===== src/rtl/jtag_cmd_decoder.sv =====
// Decodes JTAG register-bank command words into single bus transfers, then reports status.
// Optional bus-wait timeout is enabled by defining JTAG_CMD_TIMEOUT_EN.
module jtag_cmd_decoder #(
  parameter int unsigned WIDTH          = 32,
  parameter int unsigned ADDR_WIDTH     = 16,
  parameter int unsigned TIMEOUT_CYCLES = 255
) (
  input  logic                  iMAIN_CLK,
  input  logic                  iRESET_N,
  input  logic [WIDTH-1:0]      iCMD,
  input  logic [WIDTH-1:0]      iWDATA,
  output logic [WIDTH-1:0]      oSTATUS,
  output logic [WIDTH-1:0]      oRDATA,
  output logic                  oBUS_REQ,
  output logic                  oBUS_WE,
  output logic [ADDR_WIDTH-1:0] oBUS_ADDR,
  output logic [WIDTH-1:0]      oBUS_WDATA,
  input  logic                  iBUS_ACK,
  input  logic [WIDTH-1:0]      iBUS_RDATA
);

  if (WIDTH < 32 || ADDR_WIDTH < 1 || ADDR_WIDTH > 16 ||
      TIMEOUT_CYCLES < 1 || TIMEOUT_CYCLES > 65535) begin : g_bad_param
    $error("jtag_cmd_decoder: illegal parameter value");
  end

  typedef enum logic [1:0] {IDLE, ISSUE, WAIT_ACK, DONE} state_t;

  state_t                state_q, state_d;
  logic [WIDTH-1:0]      cmd_prev_q, cmd_prev_d;
  logic [7:0]            last_tag_q, last_tag_d;
  logic [7:0]            tag_q, tag_d;
  logic [1:0]            op_q, op_d;
  logic                  busy_q, busy_d;
  logic [1:0]            result_q, result_d;
  logic [WIDTH-1:0]      rdata_q, rdata_d;
  logic                  req_q, req_d;
  logic                  we_q, we_d;
  logic [ADDR_WIDTH-1:0] addr_q, addr_d;
  logic [WIDTH-1:0]      wdata_q, wdata_d;
`ifdef JTAG_CMD_TIMEOUT_EN
  logic [15:0]           cnt_q, cnt_d;
`endif

  always_ff @(posedge iMAIN_CLK or negedge iRESET_N) begin
    if (!iRESET_N) begin
      state_q    <= IDLE;
      cmd_prev_q <= '0;
      last_tag_q <= '0;
      tag_q      <= '0;
      op_q       <= '0;
      busy_q     <= 1'b0;
      result_q   <= '0;
      rdata_q    <= '0;
      req_q      <= 1'b0;
      we_q       <= 1'b0;
      addr_q     <= '0;
      wdata_q    <= '0;
`ifdef JTAG_CMD_TIMEOUT_EN
      cnt_q      <= '0;
`endif
    end else begin
      state_q    <= state_d;
      cmd_prev_q <= cmd_prev_d;
      last_tag_q <= last_tag_d;
      tag_q      <= tag_d;
      op_q       <= op_d;
      busy_q     <= busy_d;
      result_q   <= result_d;
      rdata_q    <= rdata_d;
      req_q      <= req_d;
      we_q       <= we_d;
      addr_q     <= addr_d;
      wdata_q    <= wdata_d;
`ifdef JTAG_CMD_TIMEOUT_EN
      cnt_q      <= cnt_d;
`endif
    end
  end

  always_comb begin
    state_d    = state_q;
    cmd_prev_d = iCMD;
    last_tag_d = last_tag_q;
    tag_d      = tag_q;
    op_d       = op_q;
    busy_d     = busy_q;
    result_d   = result_q;
    rdata_d    = rdata_q;
    req_d      = req_q;
    we_d       = we_q;
    addr_d     = addr_q;
    wdata_d    = wdata_q;
`ifdef JTAG_CMD_TIMEOUT_EN
    cnt_d      = cnt_q;
`endif
    unique case (state_q)
      IDLE: begin
        // Stability filter: word must match the previous clock's sample.
        if (iCMD == cmd_prev_q && iCMD[31:24] != last_tag_q) begin
          tag_d   = iCMD[31:24];
          op_d    = iCMD[23:22];
          addr_d  = iCMD[ADDR_WIDTH-1:0];
          wdata_d = iWDATA;
          busy_d  = 1'b1;
          state_d = ISSUE;
        end
      end
      ISSUE: begin
        unique case (op_q)
          2'b01, 2'b10: begin
            req_d   = 1'b1;
            we_d    = (op_q == 2'b01);
            state_d = WAIT_ACK;
`ifdef JTAG_CMD_TIMEOUT_EN
            cnt_d   = '0;
`endif
          end
          2'b00: begin
            result_d = 2'b00;
            state_d  = DONE;
          end
          default: begin
            result_d = 2'b10;
            state_d  = DONE;
          end
        endcase
      end
      WAIT_ACK: begin
        // ACK takes priority so an ACK on the expiry clock is a success.
        if (iBUS_ACK) begin
          req_d    = 1'b0;
          we_d     = 1'b0;
          result_d = 2'b00;
          if (!we_q) rdata_d = iBUS_RDATA;
          state_d  = DONE;
        end
`ifdef JTAG_CMD_TIMEOUT_EN
        else if (cnt_q == 16'(TIMEOUT_CYCLES - 1)) begin
          req_d    = 1'b0;
          we_d     = 1'b0;
          result_d = 2'b01;
          state_d  = DONE;
        end else begin
          cnt_d = cnt_q + 16'd1;
        end
`endif
      end
      DONE: begin
        last_tag_d = tag_q;
        busy_d     = 1'b0;
        state_d    = IDLE;
      end
      default: state_d = IDLE;
    endcase
  end

  always_comb begin
    oSTATUS        = '0;
    oSTATUS[31:24] = last_tag_q;
    oSTATUS[2]     = busy_q;
    oSTATUS[1:0]   = result_q;
  end

  assign oRDATA     = rdata_q;
  assign oBUS_REQ   = req_q;
  assign oBUS_WE    = we_q;
  assign oBUS_ADDR  = addr_q;
  assign oBUS_WDATA = wdata_q;

endmodule


===== config.mk =====
export PLATFORM = sky130hd
export DESIGN_NAME = jtag_cmd_decoder
export DESIGN_NICKNAME = d
export VERILOG_FILES = /design/src/rtl/jtag_cmd_decoder.sv
export SDC_FILE = /design/constraint.sdc
export NUM_CORES = 1
export LEC_CHECK = 0
export ABC_AREA = 1
export CAP_MARGIN = 40
export CELL_PAD_IN_SITES_DETAIL_PLACEMENT = 0
export CELL_PAD_IN_SITES_GLOBAL_PLACEMENT = 1
export CORE_ASPECT_RATIO = 1.75
export CORE_UTILIZATION = 35
export CTS_CLUSTER_SIZE = 8
export DETAILED_ROUTE_END_ITERATION = 6
export PLACE_DENSITY = 0.86
export SYNTH_ARGS = -nofsm -noshare
export SYNTH_HDL_FRONTEND = slang
export SYNTH_SLANG_ARGS = --single-unit

===== constraint.sdc =====
create_clock -name iMAIN_CLK -period 3.3 [get_ports iMAIN_CLK]
set_input_delay 0.66 -clock iMAIN_CLK [delete_from_list [all_inputs] [get_ports iMAIN_CLK]]
set_output_delay 0.66 -clock iMAIN_CLK [all_outputs]
set_load 0.01 [all_outputs]

; ---- Word-level counts from Yosys, hierarchy flattened
; Cells that the tools add are included.
; Widths: inputs -> output; s select.
[word_totals]
wordCells = 50
inputBits = 99
regBits = 137
out_inout_bits = 114
[op_classes]
n_eq_ne = 11
n_reduce_logical = 12
muxes = 14
n_bitwise = 1
[ops]
columns = op, count
row1 = $eq 32x32->1, 1
row2 = $reduce_and 3->1, 3
row3 = $ne 2x2->1 const B, 4
row4 = $ne 8x8->1, 1
row5 = $pmux 2 s2, 2
row6 = $pmux 2 s4, 1
row7 = $eq 2x2->1 const B, 3
row8 = $mux 2, 3
row9 = $pmux 1 s2, 3
row10 = $reduce_and 2->1, 3
row11 = $mux 1, 5
row12 = $eq 2x1->1 const B, 2
row13 = $logic_not 2->1, 2
row14 = $reduce_bool 2->1, 2
row15 = $reduce_or 2->1, 1
row16 = $logic_and 1x1->1, 1
row17 = $not 1->1, 1

; ---- Logic depth before layout (Yosys ltp)
[logic_depth]
depth_word = 4
depth_mapped = 13
mapped_depth_nobuf = 12

; ---- Least setup slack after synthesis
; No wires, ideal clock.
[synth_path]
path_kind = input port to flip-flop
startpoint = in iCMD[2]
endpoint = reg wdata_q[16], in the netlist oBUS_WDATA[16]
t_required_ns = 3.183
setup_slack_ns = 1.495
path_stages = 13
n_path_buf = 2
arrival_ns = 1.688
setup_time_ns = 0.117
path_cell_list = inv_1 > nand2_1 > nand2_1 > nor2_1 > nand2_1 > nor2_1 > nand3_1 > nor2_2 > nand2_2 > buf_6 > buf_6 > nand2_1 > nand2_1
[synth_between]
elab_chain_cells = 3
[synth_lines]
columns = element, line
row1 = from (decl), 10  ; input logic [WIDTH-1:0] iCMD,
row2 = $eq 32x32->1, 100  ; if (iCMD == cmd_prev_q && iCMD[31:24] != last_tag_q) begin
row3 = $logic_and 1x1->1, 100
row4 = $reduce_and 2->1 (no source line), -
row5 = to (signal assigned), 74  ; wdata_q <= wdata_d;
row6 = to (decl), 40  ; logic [WIDTH-1:0] wdata_q, wdata_d;
; Every way passes these cells.
; A chain may end at the register's enable or synchronous reset.

; ---- Final worst setup path
[layout_path]
startpoint = in iCMD[27]
endpoint = reg tag_q[7]
[layout_between]
elab_chain_cells = 3
word_cells_on_any_way = 4
classes_between = 2 x eq/ne / 2 x reduce/logical
[layout_lines]
columns = element, line
row1 = $eq 32x32->1 / $ne 8x8->1 (equally long branches), 100
row2 = $logic_and 1x1->1 (*), 100
row3 = $reduce_and 2->1 (no source line) (*), -
row4 = to (signal assigned), 66  ; tag_q <= tag_d;
row5 = to (decl), 32  ; logic [7:0] tag_q, tag_d;
; Every way passes the cells marked *; elsewhere a longest branch is shown, timed or not.

==> reports/metrics.cfg <==
[pwr]
total_power_uw=3900
netSwitchingFraction_pct=22.3
leakagePower_uw=0.00417
clockPowerShare_pct=49.1
power_density_nw_per_um2=465
seq_power_share_pct=43.7
power.switching_uw=869
comb_power_share_pct=7.2
max-vdd-ir-drop_mv=0.338
internal_power_uw=3030

[global_route]
grt_first_pass_wirelength_um=21200
track_usage_pct=16.2
grt_antenna_before_repair=0
overflow=0
grt_pass1_vias=4297
grt_start_max_net_pins=63

[detailed_routing]
drt_iter0_drc=146
wl_per_cell_um=13.5
wl_um=13400
vias=4407
drcViolationCount=0
drtAntennaViolNets=0
firstDrtPassIters=4
viasPerCell=4.43

[clocking]
post_cts_buffers=0
cts_buffers=17
clk_pin_slew_worst_paths_ns=0.06
root_buffer=clkbuf_16
cts_max_path_buffers=2
cts_tree=built
hold_buffers=0
clock_latency_ns=0.41
cts-resized-gates=0
htreeDepth=4
cts_sinks=136

[layout]
layout-drive-gt1-share_pct=10.0
areaGrowthSynthToFinish_pct=45.0
final_nets=901
n_antenna_cell=0
multi_input_area_sq_um=1950
nFillCells=1462
seq_area_sq_um=3400

[die]
die_h_um=172
core_area_sq_um=16000
die_w_um=99.1
rows=61
dieArea_sq_um=17100
io-pin-count=213
start_util_pct=36.1

[logic_synthesis]
seq_area_frac_synth_pct=58.9
ys_seq_elements=136
avgSynthCellArea_sq_um=9.62
ys_warn_count=0
synth_top_area_share_pct=58.9
ys_types=23
synthTopCellsByArea=dfrtp_1 (59%), nand2_1 (13%), mux2_2 (7.0%), nand3_1 (3.8%), inv_1 (3.6%)
netlist_instances=601
synthesis.area_sq_um=5780
yosysTopAreaCell=dfrtp_1

[setup_path]
r2r_slack_ns=1.45
cp-endpoint=tag_q[7]
cp-start-kind=input pin
crit_fanout=47
cp.arrival_ns=2.48
critPathLaunch=iCMD[27]
crit_type=in2reg
critPathRequiredTime_ns=3.57
worstSetupEndpointType=flop
rr_endpoint=tag_q[7]
regToRegStartpoint=cmd_prev_q[1]
rr_worst_depth=10

[sta]
period_needed_ns=2.21
finalMaxSlewViolations=0
setup_viol=0
maxSlewHeadroom_pct=60.8
hold_violations=0
grt_setup_unrepaired=false
fin_skew_ns=0.00822
max_freq_mhz=452
fin_ws_ns=1.09
whs_ns=0.237
fin_setup_tns_ns=0
tightest_slew_ns=0.588
period_share_pct=67.1

[placed_design]
post-place-ws_ns=0.606
dp_hpwl_um=9880
io_buffers=190
gp_congestion=0.763

[run_status]
status=finished, final reports clean

[run]
cap_violations=0

[hold_path]
hold_path.class=in2async

==> per-layer routing <==
layer	up-vias	part of all wire, %	wire length (um)	global-route usage [%]
met2	128	56	7460	30.1
li1	2212	-	-	-
met5	-	0	0	0
met4	0	1.6	209	6.01
met3	9	4.5	599	4.08
met1	2058	38	5130	17.7
==> cell usage after synthesis <==
cell	number
nand2_1	198
dfrtp_1	136
inv_1	56
nand3_1	44
mux2_2	36
nor2_1	27
buf_4	25
o21ai_0	17
o21ai_1	11
xor2_1	10
clkbuf_1	9
ha_1	7
buf_2	5
buf_6	3
inv_2	3
xnor2_1	3
a21oi_1	2
buf_1	2
o21bai_1	2
o31ai_1	2
conb_1	1
nand2_2	1
nor2_2	1
==> worst max-delay path, cell delays in order <==
cell,delay (ns)
clkdlybuf4s50_1,0.56
inv_2,0.05
nand2_1,0.05
nand2_1,0.05
nor2_1,0.10
nand2_1,0.09
nor2_1,0.10
nand3_1,0.11
nor2_2,0.16
nand2_2,0.07
buf_4,0.29
nand2_1,0.10
o21ai_0,0.08
==> cells by family (layout without fill, tap and decap cells) <==
family | after synthesis | count (layout) | share of synthesized area (%)
and+or+nand+nor | 271 | 271 | 18.6
DFF | 136 | 136 | 58.9
buffers and inverters | 103 | 287 | 8.81
muxes | 36 | 36 | 7.01
AOI/OAI and AO/OA | 34 | 34 | 3.12
xor gates and xnor gates | 13 | 13 | 1.97
adders and majority gates | 7 | 7 | 1.52
other | 1 | 22 | 0.0649
==> layout by cell type, fill, tap and decap left out, drive strengths merged <==
| cell type | netlist | routed |
|---|---|---|
| inv | 59 | 63 |
| clkinvlp | 0 | 4 |
| clkdlybuf4s50 | 0 | 189 |
| mux2 | 36 | 36 |
| conb | 1 | 22 |
| clkinv | 0 | 2 |
| clkbuf | 9 | 17 |
| xor2 | 10 | 10 |
| buf | 35 | 9 |
| o21bai | 2 | 2 |
| nand2 | 199 | 199 |
| a21oi | 2 | 2 |
| o21ai | 28 | 28 |
| bufinv | 0 | 3 |
| nor2 | 28 | 28 |
| nand3 | 44 | 44 |
| dfrtp | 136 | 136 |
| xnor2 | 3 | 3 |
| ha | 7 | 7 |
| o31ai | 2 | 2 |
==> registers in the layout, summed over array words and instances, names as in the netlist <==
| name | flops |
|---|---|
| busy_q | 1 |
| oRDATA | 32 |
| oBUS_REQ | 1 |
| cmd_prev_q | 32 |
| last_tag_q | 8 |
| op_q | 2 |
| oBUS_ADDR | 16 |
| oBUS_WE | 1 |
| tag_q | 8 |
| oBUS_WDATA | 32 |
| result_q | 1 |
| state_q | 2 |
==> metrics by stage <==
step                      cell area (sq um)  instances  utilization [%]
after floorplan                        5860        622                -
after global placement                 7790        965             48.6
after detailed placement               7790        965             48.6
after CTS                              8380        995             52.3
after global routing                   8380        995             52.3
final                                  8380        995             52.3
==> power by group through the flow <==
stage / Combinational, uW / Sequential, uW / Clock, uW
after floorplan: 111 / 1730 / 0
after global placement: 285 / 1730 / 0
after detailed placement: 287 / 1730 / 0
after CTS: 288 / 1700 / 1960
after global routing: 318 / 1710 / 2040
final: 281 / 1700 / 1910
==> area by class of cell <==
type | count | area share, %
inverters | 59 | 2.64
clock inverters | 13 | 2.06
repair buffers | 198 | 23.6
clock buffers | 17 | 5.07
flip-flops and latches | 136 | 40.6
well taps | 189 | 2.82
multi-input cells | 383 | 23.3
==> worst min path at each step <==
stage	slack [ns]	cells past startpoint	end	startpoint
after floorplan	0.36	0	busy_q	iRESET_N
after global placement	0.45	2	oBUS_WDATA[10]	oBUS_WDATA[10]
after detailed placement	0.46	2	oBUS_WDATA[16]	oBUS_WDATA[16]
after CTS	0.26	1	oBUS_WDATA[22]	iRESET_N
after global routing	0.27	1	oBUS_WDATA[12]	iRESET_N
final	0.24	1	oBUS_WDATA[12]	iRESET_N
No activity file was read; power rests on OpenSTA's default activity.
